[config.mk]
export PLATFORM = sky130hd
export DESIGN_NAME = pipeline_hazard_ctrl
export DESIGN_NICKNAME = d
export VERILOG_FILES = /design/src/rtl/pipe_hazard_pkg.sv /design/src/rtl/hazard_sat_counter.sv /design/src/rtl/pipeline_hazard_ctrl.sv
export SDC_FILE = /design/constraint.sdc
export NUM_CORES = 1
export LEC_CHECK = 0
export ABC_AREA = 1
export CORE_ASPECT_RATIO = 1.5
export CORE_MARGIN = 3
export CORE_UTILIZATION = 45
export CTS_CLUSTER_SIZE = 8
export DETAILED_ROUTE_END_ITERATION = 10
export GPL_TIMING_DRIVEN = 0
export PLACE_DENSITY = 0.75
export SYNTH_ARGS = -nofsm -noshare
export SYNTH_HDL_FRONTEND = slang
export SYNTH_SLANG_ARGS = --single-unit
[constraint.sdc]
create_clock -name clk -period 4.1 [get_ports clk]
set_input_delay 0.615 -clock clk [delete_from_list [all_inputs] [get_ports clk]]
set_output_delay 0.615 -clock clk [all_outputs]
set_load 0.02 [all_outputs]
[src/rtl/pipe_hazard_pkg.sv]
// Shared types and constants for the pipeline hazard controller.
//   hz_state_e : controller FSM states
//   FWD_*      : forward-select encodings driven on forward_rs / forward_rt
//   fwd_sel    : picks the youngest matching writer for one source operand
package pipe_hazard_pkg;

  typedef enum logic [1:0] {
    RUN      = 2'd0,
    MEM_WAIT = 2'd1,
    HALT     = 2'd2
  } hz_state_e;

  localparam logic [1:0] FWD_NONE = 2'b00;
  localparam logic [1:0] FWD_EX   = 2'b01;
  localparam logic [1:0] FWD_MEM  = 2'b10;
  localparam logic [1:0] FWD_WB   = 2'b11;

  // Hit inputs already include the use_* and *_wr_en qualification.
  // A load sitting in EX has no data yet, so its match suppresses any older
  // forward: the load-use bubble resolves it instead.
  function automatic logic [1:0] fwd_sel(input logic ex_hit,
                                         input logic ex_load,
                                         input logic mem_hit,
                                         input logic wb_hit);
    logic [1:0] sel;
    sel = FWD_NONE;
    if (ex_hit) begin
      sel = ex_load ? FWD_NONE : FWD_EX;
    end else if (mem_hit) begin
      sel = FWD_MEM;
    end else if (wb_hit) begin
      sel = FWD_WB;
    end
    return sel;
  endfunction

endpackage

[src/rtl/hazard_sat_counter.sv]
// Saturating up-counter used for pipeline statistics.
//   clk, reset_n : clock, asynchronous active-low reset (clears q)
//   inc          : add one this cycle (ignored once q is all ones)
//   clr          : synchronous clear, wins over inc
//   q            : current count
module hazard_sat_counter #(
  parameter int CNT_W = 16
) (
  input  logic             clk,
  input  logic             reset_n,
  input  logic             inc,
  input  logic             clr,
  output logic [CNT_W-1:0] q
);

  logic [CNT_W-1:0] cnt_q, cnt_d;

  always_comb begin
    cnt_d = cnt_q;
    if (clr) begin
      cnt_d = '0;
    end else if (inc && (cnt_q != {CNT_W{1'b1}})) begin
      cnt_d = cnt_q + 1'b1;
    end
  end

  always_ff @(posedge clk or negedge reset_n) begin
    if (!reset_n) begin
      cnt_q <= '0;
    end else begin
      cnt_q <= cnt_d;
    end
  end

  assign q = cnt_q;

endmodule

[src/rtl/pipeline_hazard_ctrl.sv]
// Hazard / forwarding controller for the 5-stage IF/ID/EX/MEM/WB pipeline.
// Selects RAW forwarding sources, inserts load-use bubbles, flushes on a
// mispredict, freezes the whole pipe during slow data-memory accesses and
// holds it forever after HLT or a memory timeout. Counts stall and flush cycles.
//
// Ports
//   clk, reset_n                    clock, asynchronous active-low reset
//   id_rs/id_rt, id_use_rs/rt       sources of the ID instruction and whether used
//   ex_/mem_/wb_wr_en, *_wr_reg     destination writers in EX, EX/MEM, MEM/WB
//   ex_is_load                      EX instruction is a load
//   ex_redirect                     EX resolved a wrong fetch path
//   dmem_req, dmem_ready            data-memory handshake of the MEM stage
//   halt_in                         HLT reached WB
//   forward_rs/rt                   00 regfile, 01 EX, 10 MEM, 11 WB
//   pc_write, if_id_write           PC and IF/ID enables
//   id_ex_bubble                    load a NOP into ID/EX
//   if_id_flush, id_ex_flush        clear IF/ID and ID/EX
//   freeze                          hold every pipeline register
//   mem_error                       sticky memory-timeout flag
//   halted                          controller is in HALT
//   stall_cnt, flush_cnt            saturating statistics counters
//
// state    | meaning
// ---------+--------------------------------------------------------------
// RUN      | normal issue; RAW stalls, flushes and forwarding active
// MEM_WAIT | data access outstanding; pipe frozen until dmem_ready/timeout
// HALT     | HLT retired or memory timed out; frozen until reset
module pipeline_hazard_ctrl
  import pipe_hazard_pkg::*;
#(
  parameter int REG_ADDR_W  = 2,
  parameter int FWD_EN      = 1,
  parameter int MEM_TIMEOUT = 15,
  parameter int CNT_W       = 16
) (
  input  logic                  clk,
  input  logic                  reset_n,
  input  logic [REG_ADDR_W-1:0] id_rs,
  input  logic [REG_ADDR_W-1:0] id_rt,
  input  logic                  id_use_rs,
  input  logic                  id_use_rt,
  input  logic                  ex_wr_en,
  input  logic [REG_ADDR_W-1:0] ex_wr_reg,
  input  logic                  ex_is_load,
  input  logic                  mem_wr_en,
  input  logic [REG_ADDR_W-1:0] mem_wr_reg,
  input  logic                  wb_wr_en,
  input  logic [REG_ADDR_W-1:0] wb_wr_reg,
  input  logic                  ex_redirect,
  input  logic                  dmem_req,
  input  logic                  dmem_ready,
  input  logic                  halt_in,
  output logic [1:0]            forward_rs,
  output logic [1:0]            forward_rt,
  output logic                  pc_write,
  output logic                  if_id_write,
  output logic                  id_ex_bubble,
  output logic                  if_id_flush,
  output logic                  id_ex_flush,
  output logic                  freeze,
  output logic                  mem_error,
  output logic                  halted,
  output logic [CNT_W-1:0]      stall_cnt,
  output logic [CNT_W-1:0]      flush_cnt
);

  // Timer holds completed wait cycles; HALT is taken when the count about to
  // be written reaches MEM_TIMEOUT, i.e. after exactly MEM_TIMEOUT MEM_WAIT cycles.
  localparam int              TMR_W     = $clog2(MEM_TIMEOUT + 1);
  localparam logic [TMR_W-1:0] TMR_LIMIT = TMR_W'(MEM_TIMEOUT);

  hz_state_e        state_q, state_d;
  logic [TMR_W-1:0] timer_q, timer_d, timer_inc;
  logic             mem_error_q, mem_error_d;

  logic rs_ex_hit, rs_mem_hit, rs_wb_hit;
  logic rt_ex_hit, rt_mem_hit, rt_wb_hit;
  logic raw_stall, mem_stall;
  logic stall_inc;

  assign rs_ex_hit  = id_use_rs && ex_wr_en  && (id_rs == ex_wr_reg);
  assign rs_mem_hit = id_use_rs && mem_wr_en && (id_rs == mem_wr_reg);
  assign rs_wb_hit  = id_use_rs && wb_wr_en  && (id_rs == wb_wr_reg);
  assign rt_ex_hit  = id_use_rt && ex_wr_en  && (id_rt == ex_wr_reg);
  assign rt_mem_hit = id_use_rt && mem_wr_en && (id_rt == mem_wr_reg);
  assign rt_wb_hit  = id_use_rt && wb_wr_en  && (id_rt == wb_wr_reg);

  always_comb begin
    if (FWD_EN != 0) begin
      raw_stall = ex_is_load && (rs_ex_hit || rt_ex_hit);
    end else begin
      raw_stall = rs_ex_hit || rs_mem_hit || rs_wb_hit ||
                  rt_ex_hit || rt_mem_hit || rt_wb_hit;
    end
  end

  // The cycle that launches a slow access is frozen already (RUN with the
  // request pending); the ready cycle of MEM_WAIT is not, so a redirect held
  // in EX is applied exactly then.
  assign mem_stall = !dmem_ready &&
                     ((state_q == MEM_WAIT) || ((state_q == RUN) && dmem_req));

  // Pipeline control, zero latency from state and inputs.
  always_comb begin
    pc_write     = 1'b1;
    if_id_write  = 1'b1;
    id_ex_bubble = 1'b0;
    if_id_flush  = 1'b0;
    id_ex_flush  = 1'b0;
    freeze       = 1'b0;
    if (!reset_n) begin
      // keep the benign defaults while reset is held
    end else if (state_q == HALT) begin
      pc_write    = 1'b0;
      if_id_write = 1'b0;
      freeze      = 1'b1;
    end else if (mem_stall) begin
      pc_write    = 1'b0;
      if_id_write = 1'b0;
      freeze      = 1'b1;
    end else if (ex_redirect) begin
      // a load-use victim in ID is on the wrong path, so no bubble needed
      if_id_flush = 1'b1;
      id_ex_flush = 1'b1;
    end else if (raw_stall) begin
      pc_write     = 1'b0;
      if_id_write  = 1'b0;
      id_ex_bubble = 1'b1;
    end
  end

  always_comb begin
    forward_rs = FWD_NONE;
    forward_rt = FWD_NONE;
    if (reset_n && (FWD_EN != 0)) begin
      forward_rs = fwd_sel(rs_ex_hit, ex_is_load, rs_mem_hit, rs_wb_hit);
      forward_rt = fwd_sel(rt_ex_hit, ex_is_load, rt_mem_hit, rt_wb_hit);
    end
  end

  assign timer_inc = timer_q + 1'b1;

  always_comb begin
    state_d     = state_q;
    timer_d     = timer_q;
    mem_error_d = mem_error_q;
    case (state_q)
      RUN: begin
        if (halt_in) begin
          state_d = HALT;
        end else if (dmem_req && !dmem_ready) begin
          state_d = MEM_WAIT;
          timer_d = '0;
        end
      end
      MEM_WAIT: begin
        timer_d = timer_inc;
        if (halt_in) begin
          state_d = HALT;
        end else if (dmem_ready) begin
          state_d = RUN;
        end else if (timer_inc == TMR_LIMIT) begin
          state_d     = HALT;
          mem_error_d = 1'b1;
        end
      end
      HALT: begin
        state_d = HALT;
      end
      default: begin
        state_d = RUN;
      end
    endcase
  end

  always_ff @(posedge clk or negedge reset_n) begin
    if (!reset_n) begin
      state_q     <= RUN;
      timer_q     <= '0;
      mem_error_q <= 1'b0;
    end else begin
      state_q     <= state_d;
      timer_q     <= timer_d;
      mem_error_q <= mem_error_d;
    end
  end

  assign mem_error = mem_error_q;
  assign halted    = (state_q == HALT);
  assign stall_inc = (state_q != HALT) && !pc_write;

  hazard_sat_counter #(.CNT_W(CNT_W)) u_stall_cnt (
    .clk     (clk),
    .reset_n (reset_n),
    .inc     (stall_inc),
    .clr     (1'b0),
    .q       (stall_cnt)
  );

  hazard_sat_counter #(.CNT_W(CNT_W)) u_flush_cnt (
    .clk     (clk),
    .reset_n (reset_n),
    .inc     (if_id_flush),
    .clr     (1'b0),
    .q       (flush_cnt)
  );

endmodule

==> metrics.txt <==
# DRC 0; Max rail drop VDD 0.388 mV; Mean Syn Cell Area 7.26 um^2; Clk Latency, worst-skew pair 0.30 ns; hold buffers post-CTS 0; Critical Path AT 2.73 ns; gr busiest metal met2; Post-synth top cells 124 x nand2_1, 39 x dfrtp_1, 36 x inv_1, 34 x nor2_1, 21 x nand4_1; R2R cell count 9; dpl ws 0.723 ns; met3 usage in global routing 0.0358; Die ar. 0.00690 mm^2; Post-CTS Setup Inserts 0; Clk pwr share 0.222; # fillers 540; Yosys top cell by area dfrtp_1; Seq cells post-synth 39; area of the multi-input gates around 0.0015 mm^2; nets 466; Worst Path Max Fanout 10; Cells after Synth 367; Comb power frac 0.417; Rows 33; WL per Instance 12.7 um; worst hold slack 0.227 ns; Final Hold Viols 0; sequential power share 0.361; yosys warns 0; fmax 299 MHz; Area Overhead vs Synth 32.5%; Initial DRC Count 110; routability congestion estimate 0.855; distinct cell type count after synthesis 38; CTS tree done; sequential fraction of the synthesis area 0.366; Die H 100 um; detailed-placement wirelength estimate 5050 um; Post-synth top flop dfrtp_1; sw frac 0.400; top-count cell post-synth nand2_1; CP Launch Type primary input; Least-Margin Pin Slew 0.439 ns; status finished, final reports clean; vias in the first global route 2515; # clock sinks 39; share of layout cells above drive strength 1 0.0862; Clock Skews about 0.0067 ns; CTS Buf Count 5; CTS root buf clkbuf_8; minimum clock period 3.35 ns; number of synthesized flops with an enable pin 0; met2 Resource Use GR 0.367; Worst-path clk slew 0.09 ns; unrepaired setup endpoints after global routing false; critical path class in -> out; I/O pin count 66; P_int 0.892 mW; sw power roughly 0.59 mW; Core Area 0.00562 mm^2; pwr/cell area 421 mW/mm^2; Via Count 2630; initial antenna violation count 0; ys async rst share 1.00; Routed Antenna Nets 0; Worst Setup End Kind primary output; Final Max Tran Viols 0; CTS Buffer Depth 2; Critical Path RT 3.48 ns; Die W approximately 69 um; Total GRT Usage 0.208; htree depth 2; via/cell ratio around 5.1; Cell Area, Synth ~0.0027 mm^2; iteration count of the initial detailed-routing pass 7; Synth top area share 0.366; P_leak 1.64 nW; post-cts resize count 0; Routed WL 6470 um; final setup fails 0; number of diodes 0; Final Cycle Share 0.817; Starting Density 0.474; Mapped Nets roughly 400; max-slew headroom at the worst pin 0.705; flip-flop and latch area 976 um^2; Area contributors post-synth dfrtp_1 37%, nand2_1 17%, inv_1 5.1%, nand4_1 4.9%, xor2_1 4.9%; first-pass GRT wire length 11200 um; min-delay worst type in -> async; GR Util met1 0.254; Overflow after GRT 0; largest net degree at the start of global routing 32; final worst slack between 0.7 and 0.8 ns; Max Cap Viol 0; input/output buffers 65
-- stage by stage --
| stage | instances | area, um^2 | TNS [ns] | power [mW] | utilization |
|---|---|---|---|---|---|
| floorplan | 367 | 2660 | 0 | 0.918 | - |
| global placement | 502 | 3400 | -1.81 | 1.15 | 0.606 |
| detailed placement | 503 | 3420 | 0 | 1.16 | 0.609 |
| CTS | 511 | 3530 | 0 | 1.51 | 0.629 |
| global route | 511 | 3530 | 0 | 1.60 | 0.629 |
| finish | 511 | 3530 | 0 | 1.49 | 0.629 |
-- registers in the layout, summed over array words and instances, names as in the netlist --
register	count
mem_error	1
state_q	2
timer_q	4
u_flush_cnt.q	16
u_stall_cnt.q	16
-- routing by layer --
metal | vias to the layer above | part of all wire
li1 | 1328 | -
met1 | 1229 | 0.42
met2 | 66 | 0.53
met3 | 7 | 0.036
met4 | 0 | 0.010
met5 | - | 0
-- critical path: stages --
cell             delay [ns]
clkdlybuf4s50_1        0.55
inv_2                  0.06
nand2_1                0.06
nand2_1                0.04
nor2_1                 0.11
nand3_1                0.10
nand2_1                0.08
nand2_1                0.09
nand2_4                0.14
buf_4                  0.19
inv_1                  0.06
buf_4                  0.12
clkdlybuf4s50_1        0.52
-- power groups by stage --
stage	sequential, mW	clock, mW	combinational [mW]
4_1_cts	0.536	0.342	0.627
6_report	0.536	0.330	0.621
5_1_grt	0.550	0.354	0.693
3_5_place_dp	0.541	0	0.622
3_3_place_gp	0.539	0	0.607
2_1_floorplan	0.575	0	0.343
-- cell type report --
type | count | area share
timing repair buffer | 66 | 0.189
clock buffer | 5 | 0.0195
tap | 70 | 0.0248
inverter | 41 | 0.0436
buffer | 8 | 0.0174
sequential | 39 | 0.276
clock inverter | 3 | 0.0124
multi-input combinational | 279 | 0.417
-- final timing paths --
kind                                              start                       endpoint  slack [ns]
min reg2reg                       mem_error$_DFFE_PN0P_          mem_error$_DFFE_PN0P_        0.49
max reg2reg                u_stall_cnt.q[0]$_DFFE_PN0P_  u_stall_cnt.q[11]$_DFFE_PN0P_        2.24
max in group asynchronous                       reset_n   u_flush_cnt.q[4]$_DFFE_PN0P_        3.38
min in group clk                  mem_error$_DFFE_PN0P_          mem_error$_DFFE_PN0P_        0.49
max                                            id_rt[0]                       pc_write        0.75
min                                             reset_n   u_stall_cnt.q[9]$_DFFE_PN0P_        0.23
-- cells in the final DEF, fill, tap and decap left out, types with 2 or more instances in the layout --
cell type	netlist	routed
nand2_4	2	2
buf_2	1	2
xor2_1	15	15
nor2_1	34	34
buf_6	2	2
a21oi_1	11	11
nand3_1	15	15
inv_1	36	36
nand4_1	21	21
nor3b_1	2	2
nor2_4	3	3
clkbuf_8	0	5
nor3_1	8	8
xnor2_1	7	7
clkdlybuf4s50_1	0	64
inv_2	5	5
nor4_1	2	2
o21ai_0	6	6
o21ai_1	9	9
nand2_1	124	124
ha_1	4	4
dfrtp_1	39	39
buf_4	4	4
-- kinds of logic after synthesis --
group	Yosys count	share of synthesized area
AND/OR/NAND/NOR	219	0.382
buffers and inverters	49	0.0808
flip-flops	39	0.366
AO/OA/AOI/OAI	33	0.0737
XOR/XNOR	23	0.0784
adder cells (fa/ha/maj)	4	0.0188
Note: power is estimated with default switching activity, not from simulation.
